<file path="src/rtl/a2d_pkg.sv">
// Shared types and constants for the A2D converter SPI responder.
// Frame length, channel field position, result width and FSM states.
package a2d_pkg;

  localparam int FRAME_BITS = 16;
  localparam int CH_LSB     = 11;

  typedef logic [11:0] result_t;

  typedef enum logic [1:0] {
    WAIT_HI,
    IDLE,
    ACTIVE
  } state_t;

endpackage

</file>
<file path="src/rtl/adc_spi_resp_sync2.sv">
// Two-flop synchronizer for one asynchronous input bit.
// RST_VAL sets the value both flops take during reset.
module sync2 #(
  parameter logic RST_VAL = 1'b0
) (
  input  logic clk,
  input  logic rst_n,
  input  logic d,
  output logic q
);

  logic meta;

  // Two-stage capture into the clk domain
  always_ff @(posedge clk or negedge rst_n) begin
    if (!rst_n) begin
      meta <= RST_VAL;
      q    <= RST_VAL;
    end else begin
      meta <= d;
      q    <= meta;
    end
  end

endmodule

</file>
<file path="src/rtl/adc_spi_resp.sv">
// SPI mode-0 responder modelling an 8-channel 12-bit A2D converter.
// Returns the result for the channel addressed in the previous frame.
module adc_spi_resp
  import a2d_pkg::*;
#(
  parameter int FRAME_BITS = a2d_pkg::FRAME_BITS,
  parameter int CH_LSB     = a2d_pkg::CH_LSB
) (
  input  logic             clk,
  input  logic             rst_n,
  input  logic             SS_n,
  input  logic             SCLK,
  input  logic             MOSI,
  input  logic [7:0][11:0] ch_val,
  output logic             MISO,
  output logic             cmd_valid,
  output logic [2:0]       cmd_chnnl,
  output logic             frame_err
);

  localparam int CW = $clog2(FRAME_BITS + 2);
  localparam logic [CW-1:0] CNT_MAX = CW'(FRAME_BITS + 1);
  localparam logic [CW-1:0] CNT_OK  = CW'(FRAME_BITS);

  logic ss_s, sclk_s, mosi_s;
  logic ss_q, sclk_q;
  logic ss_fall, ss_rise, sclk_fall, sclk_rise;
  logic [1:0] rdy;

  state_t state_q, state_d;
  logic start, done, ok;

  logic [15:0]   tx_shft, rx_shft, rx_nxt;
  logic [CW-1:0] bit_cnt, cnt_nxt;
  logic [2:0]    prev_chnnl;
  result_t       sel_val;

  sync2 #(.RST_VAL(1'b1)) u_ss (
    .clk(clk), .rst_n(rst_n), .d(SS_n), .q(ss_s)
  );
  sync2 #(.RST_VAL(1'b1)) u_sclk (
    .clk(clk), .rst_n(rst_n), .d(SCLK), .q(sclk_s)
  );
  sync2 #(.RST_VAL(1'b0)) u_mosi (
    .clk(clk), .rst_n(rst_n), .d(MOSI), .q(mosi_s)
  );

  assign ss_fall   = ss_q & ~ss_s;
  assign ss_rise   = ~ss_q & ss_s;
  assign sclk_fall = sclk_q & ~sclk_s;
  assign sclk_rise = ~sclk_q & sclk_s;
  assign sel_val   = ch_val[prev_chnnl];
  assign MISO      = (state_q == ACTIVE) ? tx_shft[15] : 1'b0;

  // Edge-detect flops, plus a settle delay that hides reset-value
  // synchronizer contents from WAIT_HI until real input has arrived
  always_ff @(posedge clk or negedge rst_n) begin
    if (!rst_n) begin
      ss_q   <= 1'b1;
      sclk_q <= 1'b1;
      rdy    <= 2'b00;
    end else begin
      ss_q   <= ss_s;
      sclk_q <= sclk_s;
      rdy    <= {rdy[0], 1'b1};
    end
  end

  // State register
  always_ff @(posedge clk or negedge rst_n) begin
    if (!rst_n) state_q <= WAIT_HI;
    else        state_q <= state_d;
  end

  // Next state and frame start/end strobes
  always_comb begin
    state_d = state_q;
    start   = 1'b0;
    done    = 1'b0;
    unique case (state_q)
      WAIT_HI: if (rdy[1] && ss_s && ss_q) state_d = IDLE;
      IDLE: begin
        if (ss_fall) begin
          start   = 1'b1;
          state_d = ACTIVE;
        end
      end
      ACTIVE: begin
        if (ss_rise) begin
          done    = 1'b1;
          state_d = IDLE;
        end
      end
      default: state_d = WAIT_HI;
    endcase
  end

  // Receive shift and bit count, computed ahead so a same-clk
  // SS_n rise resolves the frame including the last SCLK edge
  always_comb begin
    rx_nxt  = rx_shft;
    cnt_nxt = bit_cnt;
    if (state_q == ACTIVE && sclk_rise) begin
      rx_nxt = {rx_shft[14:0], mosi_s};
      if (bit_cnt != CNT_MAX) cnt_nxt = bit_cnt + 1'b1;
    end
  end

  assign ok = (cnt_nxt == CNT_OK);

  // Shift registers, counter and frame resolution
  always_ff @(posedge clk or negedge rst_n) begin
    if (!rst_n) begin
      tx_shft    <= '0;
      rx_shft    <= '0;
      bit_cnt    <= '0;
      prev_chnnl <= '0;
      cmd_chnnl  <= '0;
      cmd_valid  <= 1'b0;
      frame_err  <= 1'b0;
    end else begin
      cmd_valid <= 1'b0;
      frame_err <= 1'b0;
      rx_shft   <= rx_nxt;
      bit_cnt   <= cnt_nxt;
      if (start) begin
        tx_shft <= {4'h0, sel_val};
        bit_cnt <= '0;
      end else if (state_q == ACTIVE && sclk_fall && bit_cnt != '0) begin
        tx_shft <= {tx_shft[14:0], 1'b0};
      end
      if (done) begin
        if (ok) begin
          cmd_chnnl  <= rx_nxt[CH_LSB+2:CH_LSB];
          prev_chnnl <= rx_nxt[CH_LSB+2:CH_LSB];
          cmd_valid  <= 1'b1;
        end else begin
          frame_err  <= 1'b1;
        end
      end
    end
  end

endmodule

</file>
<file path="config.mk">
export PLATFORM = sky130hd
export DESIGN_NAME = adc_spi_resp
export DESIGN_NICKNAME = d
export VERILOG_FILES = /design/src/rtl/a2d_pkg.sv /design/src/rtl/adc_spi_resp_sync2.sv /design/src/rtl/adc_spi_resp.sv
export SDC_FILE = /design/constraint.sdc
export NUM_CORES = 1
export LEC_CHECK = 0
export CORE_MARGIN = 5
export CORE_UTILIZATION = 45
export CTS_BUF_LIST = sky130_fd_sc_hd__clkbuf_16
export DETAILED_ROUTE_END_ITERATION = 8
export PLACE_DENSITY = 0.78
export SLEW_MARGIN = 40
export SYNTH_ARGS = -nofsm -noshare
export SYNTH_HDL_FRONTEND = slang
export SYNTH_SLANG_ARGS = --single-unit
</file>
<file path="constraint.sdc">
create_clock -name clk -period 2.69 [get_ports clk]
set_input_delay 0.538 -clock clk [delete_from_list [all_inputs] [get_ports clk]]
set_output_delay 0.538 -clock clk [all_outputs]
set_load 0.01 [all_outputs]
</file>
== Word level (Yosys, flattened, before mapping) ==
Index checks and enable logic that the tools add are counted.

* Bits in registers: 52
* Input bits: 101

* Add/subtract/negate cells: 1
* Magnitude comparators: 1
* Equality and inequality tests: 7
* Mux-type cells: 21
* Bitwise logic cells: 8
* Reduce and logical (&&, ||, !) cells: 10

{| class="wikitable"
|+ Operators by type and width
! cell !! count
|-
| 12-bit binary-select mux with 3-bit select || 1
|-
| 16-bit two-way mux || 2
|-
| 5-bit two-way mux || 3
|-
| 14-bit two-way mux || 1
|-
| 12-bit two-way mux || 1
|-
| 1-bit two-way mux || 9
|-
| 2-bit two-way mux || 3
|-
| 2-bit inequality test, second input constant || 3
|-
| 2-bit one-hot mux with 3 select lines || 1
|-
| 5-bit by 1-bit adder with 5-bit output, second input constant || 1
|-
| 5-bit equality test, second input constant || 1
|-
| 1-bit logical AND || 5
|-
| 5-bit inequality test, second input constant || 1
|-
| 5-bit nonzero test || 1
|-
| 1-bit AND || 4
|-
| 3-bit by 4-bit < comparator with 1-bit output, second input constant || 1
|-
| 1-bit NOT || 4
|-
| 3-bit AND reduction || 1
|-
| 2-bit by 1-bit equality test with 1-bit output, second input constant || 1
|-
| 2-bit equality test, second input constant || 1
|-
| 2-bit logical NOT || 1
|-
| 2-bit AND reduction || 1
|-
| 2-bit nonzero test || 1
|}

== Longest topological paths before layout ==
Gate-level depths: netlist of run 1.

* Depth in word-level cells: 7
* Depth in mapped cells: 8
* Gate-level depth less buffers: 7

== By module ==
From an unflattened synthesis of run 1, not the netlist that was laid out.

* Cells, all modules: 215
* Area total of the unflattened synthesis: 2962.8 um2

{| class="wikitable"
|+ By module, submodules not included
! module !! instances !! cells an instance !! area an instance (um2) !! sequential area each (um2)
|-
| adc_spi_resp || 1 || 209 || 2807.7 || 1153.6
|-
| sync2 at u_sclk ... || 2 || 2 || 52.6 || 52.6
|-
| sync2 at u_mosi || 1 || 2 || 50.0 || 50.0
|}

== Worst setup path after synthesis of run 1 ==
No wires, ideal clock.

* Path kind: register to register
* From: register bit_cnt[0]
* To: register tx_shft[13]
* Setup time: 132 ps
* Arrival: 1833 ps
* Path slack: 725 ps
* Cell stages (with the launch flop): 9
* Buffers on the path: 2
* Path through: dfrtp_1 > inv_1 > ha_1 > nor4b_2 > nor4b_4 > buf_6 > buf_6 > mux2i_1 > nor2_1

* Longest elaborated chain between the ends: 3

{| class="wikitable"
|+ Ends and longest elaborated chain
! what !! line !! text
|-
| from (decl) || adc_spi_resp.sv:34 || <nowiki>logic [CW-1:0] bit_cnt, cnt_nxt;</nowiki>
|-
| from (signal assigned) || adc_spi_resp.sv:125 || <nowiki>bit_cnt <= cnt_nxt;</nowiki>
|-
| 5-bit nonzero test || adc_spi_resp.sv:129 || <nowiki>end else if (state_q == ACTIVE && sclk_fall && bit_cnt != '0) begin</nowiki>
|-
| 1-bit logical AND || adc_spi_resp.sv:129 ||
|-
| 2-bit nonzero test (no line) || - ||
|-
| to (signal assigned) || adc_spi_resp.sv:127 || <nowiki>tx_shft <= {4'h0, sel_val};</nowiki>
|-
| to (signal assigned) || adc_spi_resp.sv:130 || <nowiki>tx_shft <= {tx_shft[14:0], 1'b0};</nowiki>
|-
| to (decl) || adc_spi_resp.sv:33 || <nowiki>logic [15:0] tx_shft, rx_shft, rx_nxt;</nowiki>
|}

Every way passes these cells.
A chain may end at the register's enable or synchronous reset.

== Worst setup path after layout of run 1 ==
* From: register u_sclk.q
* To: register prev_chnnl[2]

* Longest elaborated chain between the ends: 5
* Elaborated cells between the ends (all ways): 6
* Classes of those cells: eq/ne: 1; mux: 2; bitwise: 1; reduce/logical: 2

{| class="wikitable"
|+ Ends and longest elaborated chain
! what !! line !! text
|-
| from (decl) || adc_spi_resp_sync2.sv:9 || <nowiki>output logic q</nowiki>
|-
| from (signal assigned) || adc_spi_resp_sync2.sv:21 || <nowiki>q <= meta;</nowiki>
|-
| 1-bit AND (*) || adc_spi_resp.sv:51 || <nowiki>assign sclk_rise = ~sclk_q & sclk_s;</nowiki>
|-
| 1-bit logical AND (*) || adc_spi_resp.sv:103 || <nowiki>if (state_q == ACTIVE && sclk_rise) begin</nowiki>
|-
| 5-bit two-way mux || adc_spi_resp.sv:103 ||
|-
| 5-bit equality test || adc_spi_resp.sv:109 || <nowiki>assign ok = (cnt_nxt == CNT_OK);</nowiki>
|-
| 2-bit AND reduction (no line) || - ||
|-
| to (signal assigned) || adc_spi_resp.sv:135 || <nowiki>prev_chnnl <= rx_nxt[CH_LSB+2:CH_LSB];</nowiki>
|-
| to (decl) || adc_spi_resp.sv:35 || <nowiki>logic [2:0] prev_chnnl;</nowiki>
|}

Every way passes the cells marked *; elsewhere a longest branch is shown, timed or not.

==> results.md, run 1 <==
| Stage | Result | Reported |
|:---|:---|:---|
| synthesis | Share of async-settable or async-resettable flops after synthesis | 100% |
| setup path | Required time at the endpoint of the critical path | 2860 ps |
| pwr | Lkg Pwr | 1.69 nW |
| global route | Initial antenna violation count | 0 |
| drt | WL/cell | 18.4 um |
| final layout | Diode count | 0 |
| timing | Accumulated negative setup slack | 0 ps |
| clocking | Post-CTS Hold Buffers | 0 |
| drt | Post-detailed-route via-to-cell ratio | 5.47 |
| global route | Vias in the first global route | 2439 |
| synthesis | Synthesis warning total | 0 |
| die | Boundary pin count | 107 |
| drt | Post-Route WL | 7270 um |
| timing | Max frequency | 0.445 GHz |
| final layout | Area growth from synthesis to layout | 42.1% |
| drt | Detailed router's first-iteration violation count | 82 |
| drt | Drc violations | 0 |
| clocking | Clock-pin transition on the worst setup and hold timing paths | 60 ps |
| synthesis | Nets in the synthesized netlist | 319 |
| setup path | CP Capture Type | flop |
| synthesis | Number of synthesized register bits | 52 |
| worst hold path | Hold Path Class | primary input to asynchronous set/reset pin |
| placed design | Count of buffers from port buffering | 106 |
| drt | Final ANT Viol Nets | 0 |
| run status | Result of the run | finished clean |
| placed design | Weighted congestion at the end of routability-driven global placement | 0.791 |
| setup path | Maximum net fanout on the critical path | 11 |
| global route | Maximum number of pins on one net before global-route repair | 52 |
| synthesis | Post-synthesis area per instance | 13.8 um2 |
| placed design | Detailed-placement wirelength estimate | 5710 um |
| setup path | Reg2Reg Setup Slack | 440 ps |
| setup path | Setup crit start kind | flop |
| drt | Met1 layer wirelength in the final routing | 2950 um |
| global route | All-layer global routing usage | 17.7% |
| synthesis | Most frequently used flop master after synthesis | sky130_fd_sc_hd__dfrtp_1 |
| synthesis | Post-Synthesis Cells | 215 |
| die | Full die area | 8310 um2 |
| drt | Top Metal Used | met4 |
| die | Row count | 29 |
| final layout | Share of final-layout standard cells stronger than drive strength 1 | 21.3% |
| synthesis | Seq/Total Area, Yosys | 44.2% |
| clocking | Clock buffers created by TritonCTS | 5 |
| clocking | Number of clock sinks | 52 |
| die | Core Box Area | 6390 um2 |
| timing | Worst hold-check slack | 183 ps |
| clocking | CTS tree | yes |
| pwr | Power per cell area | 509 nW/um2 |
| die | Die Span Y | 91.1 um |
| job | Number of maximum-capacitance violations | 0 |
| final layout | Final net count | 422 |
| clocking | Largest buffer count on any clock path | 2 |
| clocking | Number of H-tree branching levels | 2 |
| synthesis | Cell Area, Synth | 2960 um2 |
| drt | Detail Route met2 WL | 3620 um |
| clocking | Count of instances resized after the clock tree is built | 0 |
| timing | RSZ-0062 raised after global routing | no |
| synthesis | Number of synthesized flops with an enable pin | 0 |
| timing | Slew at the pin with the worst max-slew slack | 615 ps |
| die | Initial core utilization | 46.4% |
| clocking | Cell at the root of the clock tree | sky130_fd_sc_hd__clkbuf_16 |
| drt | Vias after detailed routing | 2166 |
| timing | Fin crit period | 2250 ps |
| drt | First-pass DRT Iterations | 4 |
| global route | Overall overflow remaining after global route | 0 |
| synthesis | Yosys cell types | 38 |
| setup path | Critical path data arrival time | 2420 ps |
| pwr | Tot Pwr | 2.14 mW |
| setup path | Worst setup path class | flop to flop |
| timing | Max transition margin | 59.0% |
| timing | # setup viols final | 0 |
| global route | Wire length of the first global-routing pass | 11800 um |
| clocking | Setup fix buffers added after clock tree synthesis | 0 |
| timing | Final worst clock skew | 4.65 ps |
| die | Width of the die | 91.1 um |
| drt | Met3 wire length | 548 um |
| timing | Number of max-slew violations in the final report | 0 |
| timing | Period utilisation layout | 83.6% |
| timing | Hold Vio Cnt, Final | 0 |
| pwr | Max rail drop VDD | 0.448 mV |
| clocking | Clock latency at the later pin of the worst-skew pair | 280 ps |
[routing by layer]
metal | up-vias | global-route usage, %
li1 | 1013 | -
met2 | 87 | 29.5
met4 | 0 | 5.50
met3 | 14 | 6.12
met5 | - | 0
met1 | 1052 | 21.7
[through the flow]
stage          setup WS (ps)  area [um2]  util [%]  std cells
3_5_place_dp             460        4070      63.8        388
2_1_floorplan            725        2960         -        215
4_1_cts                  425        4210      65.9        396
6_report                 442        4210      65.9        396
5_1_grt                  347        4210      65.9        396
3_3_place_gp             519        4070      63.8        388
[cell type report]
cell class	instances	area, um2
sequential	52	1310
tap	77	96.3
clock inverter	3	11.3
timing repair buffer	113	1110
clock buffer	5	125
multi-input combinational	142	1540
inverter	4	15.0
fill	482	2180
[sequential cells by signal, indices dropped and copies added (netlist names), 2 cells and up]
| name | count |
|---|---|
| tx_shft | 16 |
| rx_shft | 14 |
| bit_cnt | 5 |
| prev_chnnl | 3 |
| rdy | 2 |
| state_q | 2 |
[where the power goes]
group          switching [mW]  internal [mW]  total (mW)
Combinational           0.210          0.325       0.536
Sequential             0.0969          0.926        1.02
Clock                   0.251          0.335       0.585
Total                   0.558           1.59        2.14
[path summary, 6_finish.rpt]
check,from,to,depth (start not counted)
worst min-delay path,rst_n,u_ss.meta,1
worst min register to register,u_mosi.meta,u_mosi.q,0
worst max-delay path,u_sclk.q,prev_chnnl[2],6
worst max register to register,u_sclk.q,prev_chnnl[2],6
max in group asynchronous,rst_n,tx_shft[4],2
min in group clk,u_mosi.meta,u_mosi.q,0
[kinds of logic (layout without fill, tap and decap cells)]
logic type,Yosys count,after routing,synth area share (%)
multiplexers,60,60,31.5
flip-flops,52,52,44.2
AND/OR/NAND/NOR,44,44,10.6
AO/OA/AOI/OAI,30,30,7.26
buffers and inverters,21,125,3.88
XOR/XNOR,4,4,1.18
adder cells (fa/ha/maj),3,3,1.27
other,1,1,0.127
[cells in the final DEF (no fill, tap or decap), drive strengths merged]
| cell type | count |
|---|---|
| and4bb | 2 |
| nand2b | 4 |
| o211ai | 1 |
| nor3b | 1 |
| xnor2 | 1 |
| conb | 1 |
| and3 | 1 |
| a21oi | 13 |
| o21ai | 1 |
| o21bai | 1 |
| clkdlybuf4s50 | 105 |
| a211o | 1 |
| ha | 3 |
| a211oi | 11 |
| dfstp | 6 |
| xor2 | 3 |
| nor4b | 2 |
| dfrtp | 46 |
| mux2i | 19 |
| nor2b | 13 |
| nand3b | 3 |
| clkinv | 1 |
| buf | 8 |
| nand3 | 2 |
| clkbuf | 5 |
| nand4 | 2 |
| inv | 6 |
| nor2 | 11 |
| mux2 | 17 |
| and4 | 1 |
| a31oi | 1 |
| o32ai | 1 |
| nand2 | 2 |
| mux4 | 24 |
[synthesized netlist by cell type, drive strengths merged (2+ instances only)]
library cell	instances	area share, %
a211oi	11	2.8
a21oi	13	2.2
and4bb	2	0.84
buf	10	2.5
clkbuf	7	0.89
dfrtp	46	39
dfstp	6	5.3
ha	3	1.3
inv	4	0.51
mux2	17	6.8
mux2i	19	6.4
mux4	24	18
nand2	2	0.25
nand2b	4	0.84
nand3	2	0.34
nand3b	3	1.6
nand4	2	0.42
nor2	11	1.4
nor2b	13	2.8
nor4b	2	1.3
xor2	3	0.89
[worst max-delay path, cell delays in order, from the launching register on]
cell and delay, ps:
sky130_fd_sc_hd__dfstp_2 570, sky130_fd_sc_hd__and4bb_1 530, sky130_fd_sc_hd__buf_4 290, sky130_fd_sc_hd__a211o_1 160, sky130_fd_sc_hd__o211ai_2 130, sky130_fd_sc_hd__nand3b_4 150
sky130_fd_sc_hd__mux2_4 310
Note: power is estimated with default switching activity, not from simulation.
==> run 2: changes to the inputs <==
Clock period 2.69 ns to 2.2 ns, I/O delays scaled along.
==> run 2 against run 1 <==
Compared with the run above: worst setup slack lost 270 ps; power rose by 24%; clock power rose by 25%; worst hold slack worse by 56 ps; sequential cell count is the same; critical path type unchanged.
==> results.md, run 2 (synthesis results as in run 1) <==
| Stage | Result | Reported |
|:---|:---|:---|
| timing | Accumulated negative setup slack | 0 ps |
| global route | Maximum number of pins on one net before global-route repair | 31 |
| final layout | Diode count | 0 |
| pwr | Lkg Pwr | 1.69 nW |
| setup path | Reg2Reg Setup Slack | 170 ps |
| pwr | Sequential share of power | 47.1% |
| clocking | Number of clock sinks | 52 |
| pwr | Switching share of total power | 26.3% |
| timing | Hold Vio Cnt, Final | 0 |
| die | Width of the die | 91.1 um |
| setup path | Maximum net fanout on the critical path | 27 |
| pwr | Share of power burned in the clock network | 27.6% |
| setup path | Buffer and inverter count on the worst path | 2 |
| clocking | Setup fix buffers added after clock tree synthesis | 0 |
| clocking | Post-CTS Hold Buffers | 0 |
| drt | Post-Route WL | 7120 um |
| clocking | Largest buffer count on any clock path | 2 |
| final layout | Final net count | 423 |
| job | Number of maximum-capacitance violations | 0 |
| timing | Max frequency | 0.493 GHz |
| drt | First-pass DRT Iterations | 4 |
| global route | Overall overflow remaining after global route | 0 |
| final layout | Final core area utilization | 66.7% |
| die | Initial core utilization | 46.4% |
| setup path | Delay contributed by the slowest stage of the critical path | 520 ps |
| final layout | Area growth from synthesis to layout | 43.7% |
| final layout | Most frequent standard cell in the layout excluding fill and tap cells | sky130_fd_sc_hd__clkdlybuf4s50_1 |
| drt | Post-detailed-route via-to-cell ratio | 5.51 |
| die | Die Span Y | 91.1 um |
| drt | Detail Route met2 WL | 3600 um |
| setup path | Required time at the endpoint of the critical path | 2360 ps |
| drt | Top Metal Used | met4 |
| placed design | Detailed-placement wirelength estimate | 5720 um |
| timing | Fin crit period | 2030 ps |
| setup path | Setup crit start kind | flop |
| clocking | Clock buffers created by TritonCTS | 5 |
| placed design | Count of buffers from port buffering | 106 |
| setup path | Slowest library cell on the worst path | sky130_fd_sc_hd__dfrtp_1 |
| global route | Wire length of the first global-routing pass | 11900 um |
| timing | Number of max-slew violations in the final report | 0 |
| pwr | Max rail drop VDD | 0.547 mV |
| setup path | R2R Path End | tx_shft[9] |
| clocking | Clock latency at the later pin of the worst-skew pair | 280 ps |
| drt | Final ANT Viol Nets | 0 |
| placed design | Weighted congestion at the end of routability-driven global placement | 0.719 |
| timing | Max transition margin | 64.8% |
| worst hold path | Hold Path Class | primary input to asynchronous set/reset pin |
| final layout | Number of flip-flops under the largest register name | 16 |
| die | Row count | 29 |
| drt | Vias after detailed routing | 2187 |
| clocking | Number of H-tree branching levels | 2 |
| setup path | CP Capture Type | flop |
| final layout | Share of final-layout standard cells stronger than drive strength 1 | 21.9% |
| drt | Met3 wire length | 563 um |
| drt | Drc violations | 0 |
| clocking | Clock-pin transition on the worst setup and hold timing paths | 60 ps |
| clocking | CTS tree | yes |
| pwr | Power per cell area | 622 nW/um2 |
| pwr | Switching Power | 0.696 mW |
| die | Full die area | 8310 um2 |
| drt | WL/cell | 17.9 um |
| setup path | Critical path data arrival time | 2190 ps |
| pwr | Tot Pwr | 2.65 mW |
| timing | Period utilisation layout | 92.3% |
| final layout | Biggest registers after layout | tx_shft x16, rx_shft x14, bit_cnt x5 |
| global route | Initial antenna violation count | 0 |
| timing | Final worst clock skew | 2.95 ps |
| pwr | Internal | 1.95 mW |
| setup path | Startpoint of the lowest-slack register-to-register path | bit_cnt[0] |
| setup path | Cells on worst reg2reg path | 8 |
| setup path | Worst path cell trace | inv_1, ha_1, nor4b_2, nor4b_4, buf_12, nor2b_1, a211oi_1, a21oi_1 |
| global route | Vias in the first global route | 2450 |
| drt | Detailed router's first-iteration violation count | 79 |
| pwr | Comb pwr share | 25.3% |
| die | Boundary pin count | 107 |
| final layout | Top register by number of flip-flops | tx_shft |
| run status | Result of the run | finished clean |
| clocking | Cell at the root of the clock tree | sky130_fd_sc_hd__clkbuf_16 |
| drt | Met1 layer wirelength in the final routing | 2820 um |
| clocking | Count of instances resized after the clock tree is built | 0 |
| final layout | Top library cells by usage in the layout, fill and taps aside | 105 x sky130_fd_sc_hd__clkdlybuf4s50_1, 46 x sky130_fd_sc_hd__dfrtp_1, 24 x sky130_fd_sc_hd__mux4_2, 19 x sky130_fd_sc_hd__mux2i_1, 14 x sky130_fd_sc_hd__mux2_2 |
| timing | # setup viols final | 0 |
| die | Core Box Area | 6390 um2 |
| timing | Slew at the pin with the worst max-slew slack | 527 ps |
| timing | RSZ-0062 raised after global routing | no |
| global route | All-layer global routing usage | 17.8% |
| setup path | Family of cells with the greatest summed delay on the critical path | flip-flops |
| setup path | Worst setup path class | flop to flop |
## run 2: layer usage
metal	GRT usage [%]	vias up
met5	0	-
met4	5.87	0
met3	5.54	13
met2	30.0	82
met1	21.6	1074
li1	-	1018
## run 2: area by class of cell
class / instances / area, um2
Inverter: 4 / 15.0
Clock buffer: 5 / 125
Timing Repair Buffer: 114 / 1150
Multi-Input combinational cell: 142 / 1540
Clock inverter: 3 / 15.0
Fill cell: 476 / 2130
Sequential cell: 52 / 1310
Tap cell: 77 / 96.3
## run 2: worst reg2reg max path, delay by kind of cell (launching register included)
family          cells  cell delay, ps
compound gates      2             320
flops               1             520
simple gates        3             520
buf+inv             2             320
fa+ha+maj           1             220
## run 2: power by group through the flow
stage	Sequential [mW]	Combinational, mW	Clock (mW)
after CTS	1.25	0.681	0.746
after floorplan	1.22	0.394	0
after detailed placement	1.26	0.674	0
final	1.25	0.672	0.731
after global routing	1.27	0.750	0.793
after global placement	1.25	0.645	0
## run 2: worst max path at each step
stage / from / to / slack (ps) / cells after the start
2_1_floorplan: bit_cnt[0] / tx_shft[13] / 230 / 8
3_3_place_gp: u_sclk.q / prev_chnnl[0] / 230 / 4
3_5_place_dp: bit_cnt[0] / tx_shft[9] / 180 / 8
4_1_cts: bit_cnt[0] / tx_shft[9] / 150 / 8
5_1_grt: bit_cnt[0] / tx_shft[7] / 9 / 8
6_report: bit_cnt[0] / tx_shft[9] / 170 / 8
## run 2: metrics by stage
step | hold slack, ps | instance area [um2] | cells | setup slack, ps
6_report | 128 | 4260 | 397 | 170
2_1_floorplan | 144 | 2960 | 215 | 235
4_1_cts | 142 | 4260 | 397 | 154
5_1_grt | 160 | 4260 | 397 | 8.71
3_5_place_dp | 341 | 4120 | 389 | 185
3_3_place_gp | 334 | 4120 | 389 | 227
==> run 3: changes to the inputs <==
Settings changed: CTS_CLUSTER_DIAMETER from default to 120, SLEW_MARGIN 40 to 20.
==> results of run 3 <==
Final layout, timing and power as in run 2 (identical DEF).
==> variant: new RTL, config.mk and constraints of run 1 <==
The package constant `CH_LSB` goes from 11 to 10.
--- a/src/rtl/a2d_pkg.sv
+++ b/src/rtl/a2d_pkg.sv
@@ -3,7 +3,7 @@
 package a2d_pkg;
 
   localparam int FRAME_BITS = 16;
-  localparam int CH_LSB     = 11;
+  localparam int CH_LSB     = 10;
 
   typedef logic [11:0] result_t;
 
Function: same outputs for any inputs over 10 cycles, from zero or initial values and one cycle with rst_n low; that may be too few to reach the edited logic, so the function may still have changed.
==> variant against run 1 <==
Wire length fell by 2.8%; power grew 4.1%; setup slack better by 0.072 ns; final area is 0.12% higher; sequential cell count fell by 1; synthesized area decreased by 1.2%; clock power is 18% higher; critical endpoint is now cmd_chnnl[0]; largest power group unchanged.
==> variant: results (changes against run 1) <==
- Final Skew: 0.00428 ns (-0.000372 ns)
- TritonCTS Buffers: 5 (unchanged)
- Syn Area/Cell: 13.7 µm² (-0.25%)
- DR vias/cell: 5.48 (+0.18%)
- NumNets Final: 420 (-0.47%)
- Ratio of cells with drive above 1 in the final layout: 0.218 (+0.00450)
- WP data arrival: 1.64 ns (-0.78 ns)
- DRT Pass-1 Iters: 5 (+1)
- Peak supply drop: 464 µV (+3.5%)
- IO buf count: 106 (unchanged)
- Leakage: 1.68 nW (-0.41%)
- Commonest cells in the netlist: 45 x dfrtp_1, 24 x mux4_2, 19 x mux2i_1
- Worst-path fanout max: 26 (+15)
- Worst skew pair latency: 0.29 ns
- GP Congestion: 0.847 (+7.0%)
- Largest net degree at the start of global routing: 34 (-35%)
- First-pass GRT wire length: 11,800 µm (+0.12%)
- Yosys cell types: 39 (+2.6%)
- Yosys warns: 0 (unchanged)
- CP startpoint: prev_chnnl[0]$_DFFE_PN0P_
- Vias in the first global route: 2,438 (-0.041%)
- Synth Flop Type: dfrtp_1
- Sequential cell area fraction in the yosys report: 0.438 (-0.00326)
- Post-CTS setup buffers: 0 (unchanged)
- Syn nets: 317 (-0.63%)
- WL/cell: 17.9 µm (-2.4%)
- Worst r2r dst: prev_chnnl[2]$_DFFE_PN0P_
- Reg2reg path depth: 6 (unchanged)
- Hold Path Class: primary input to asynchronous set/reset pin
- DP Area: 4050 µm² (-0.55%)
- Resized cells post-CTS: 0 (unchanged)
- Routed WL: 7060 µm (-2.8%)
- Worst slack, placed: 0.530 ns (+0.0700 ns)
- Starting DRT DRC Count: 70 (-15%)
- Final HPWL DP: 5660 µm (-0.90%)
- Slew @ Worst Pin: 0.606 ns (-0.00935 ns)
- Synth top area cells: dfrtp_1 38%, mux4_2 18%, mux2i_1 6.5%
- Gr usage total: 0.181 (+0.00360)
- Initial antenna violation count: 0 (unchanged)
- Reg2reg setup slack: 0.52 ns (+0.08 ns)
- Placed instance count: 386 (-0.52%)
- Largest regs: tx_shft: 16 flops, rx_shft: 13 flops, bit_cnt: 5 flops
- Outcome: finished, final reports clean
- Root buffer cell: clkbuf_16
==> variant: per-stage QoR <==
step                       util  hold WS (ns)
final                     0.664         0.260
after global routing      0.664         0.297
after floorplan               -         0.242
after detailed placement  0.638         0.345
after CTS                 0.664         0.277
after global placement    0.638         0.335
==> variant: critical path, cell delays in order, from the launching register on <==
cell,delay (ns)
dfrtp_1,0.32
buf_4,0.40
clkdlybuf4s50_1,0.63
==> variant: per-layer routing <==
| layer | GRT usage | part of all wire |
|---|---|---|
| met1 | 0.220 | 0.40 |
| met2 | 0.304 | 0.50 |
| met3 | 0.0575 | 0.081 |
| met4 | 0.0571 | 0.018 |
| met5 | 0 | 0 |
==> variant: worst max path at each step <==
stage,end,slack [ns]
final,cmd_chnnl[0],0.51
after detailed placement,prev_chnnl[1]$_DFFE_PN0P_,0.53
after floorplan,tx_shft[13]$_DFFE_PN0P_,0.73
after CTS,cmd_chnnl[0],0.45
after global routing,cmd_chnnl[0],0.36
after global placement,prev_chnnl[1]$_DFFE_PN0P_,0.59
==> variant: cell type report <==
cell class / instances / area (µm²)
Fill cell: 460 / 2140
Tap cell: 77 / 96.3
Clock inverter: 3 / 38.8
Clock buffer: 5 / 125
Multi-Input combinational cell: 141 / 1530
Timing Repair Buffer: 113 / 1120
Sequential cell: 51 / 1280
Inverter: 4 / 15.0
==> variant: cell families after synthesis <==
group           share of synthesized area
buf+inv                            0.0393
fa+ha+maj                          0.0128
other cells                       0.00128
simple gates                        0.108
flops                               0.438
compound gates                     0.0735
xor+xnor                           0.0120
mux                                 0.315
==> variant: power by group <==
part,switching (mW),leakage (nW),internal (mW)
clock network,0.255,0.0812,0.433
logic,0.208,0.959,0.328
registers,0.0959,0.640,0.911
total,0.559,1.68,1.67
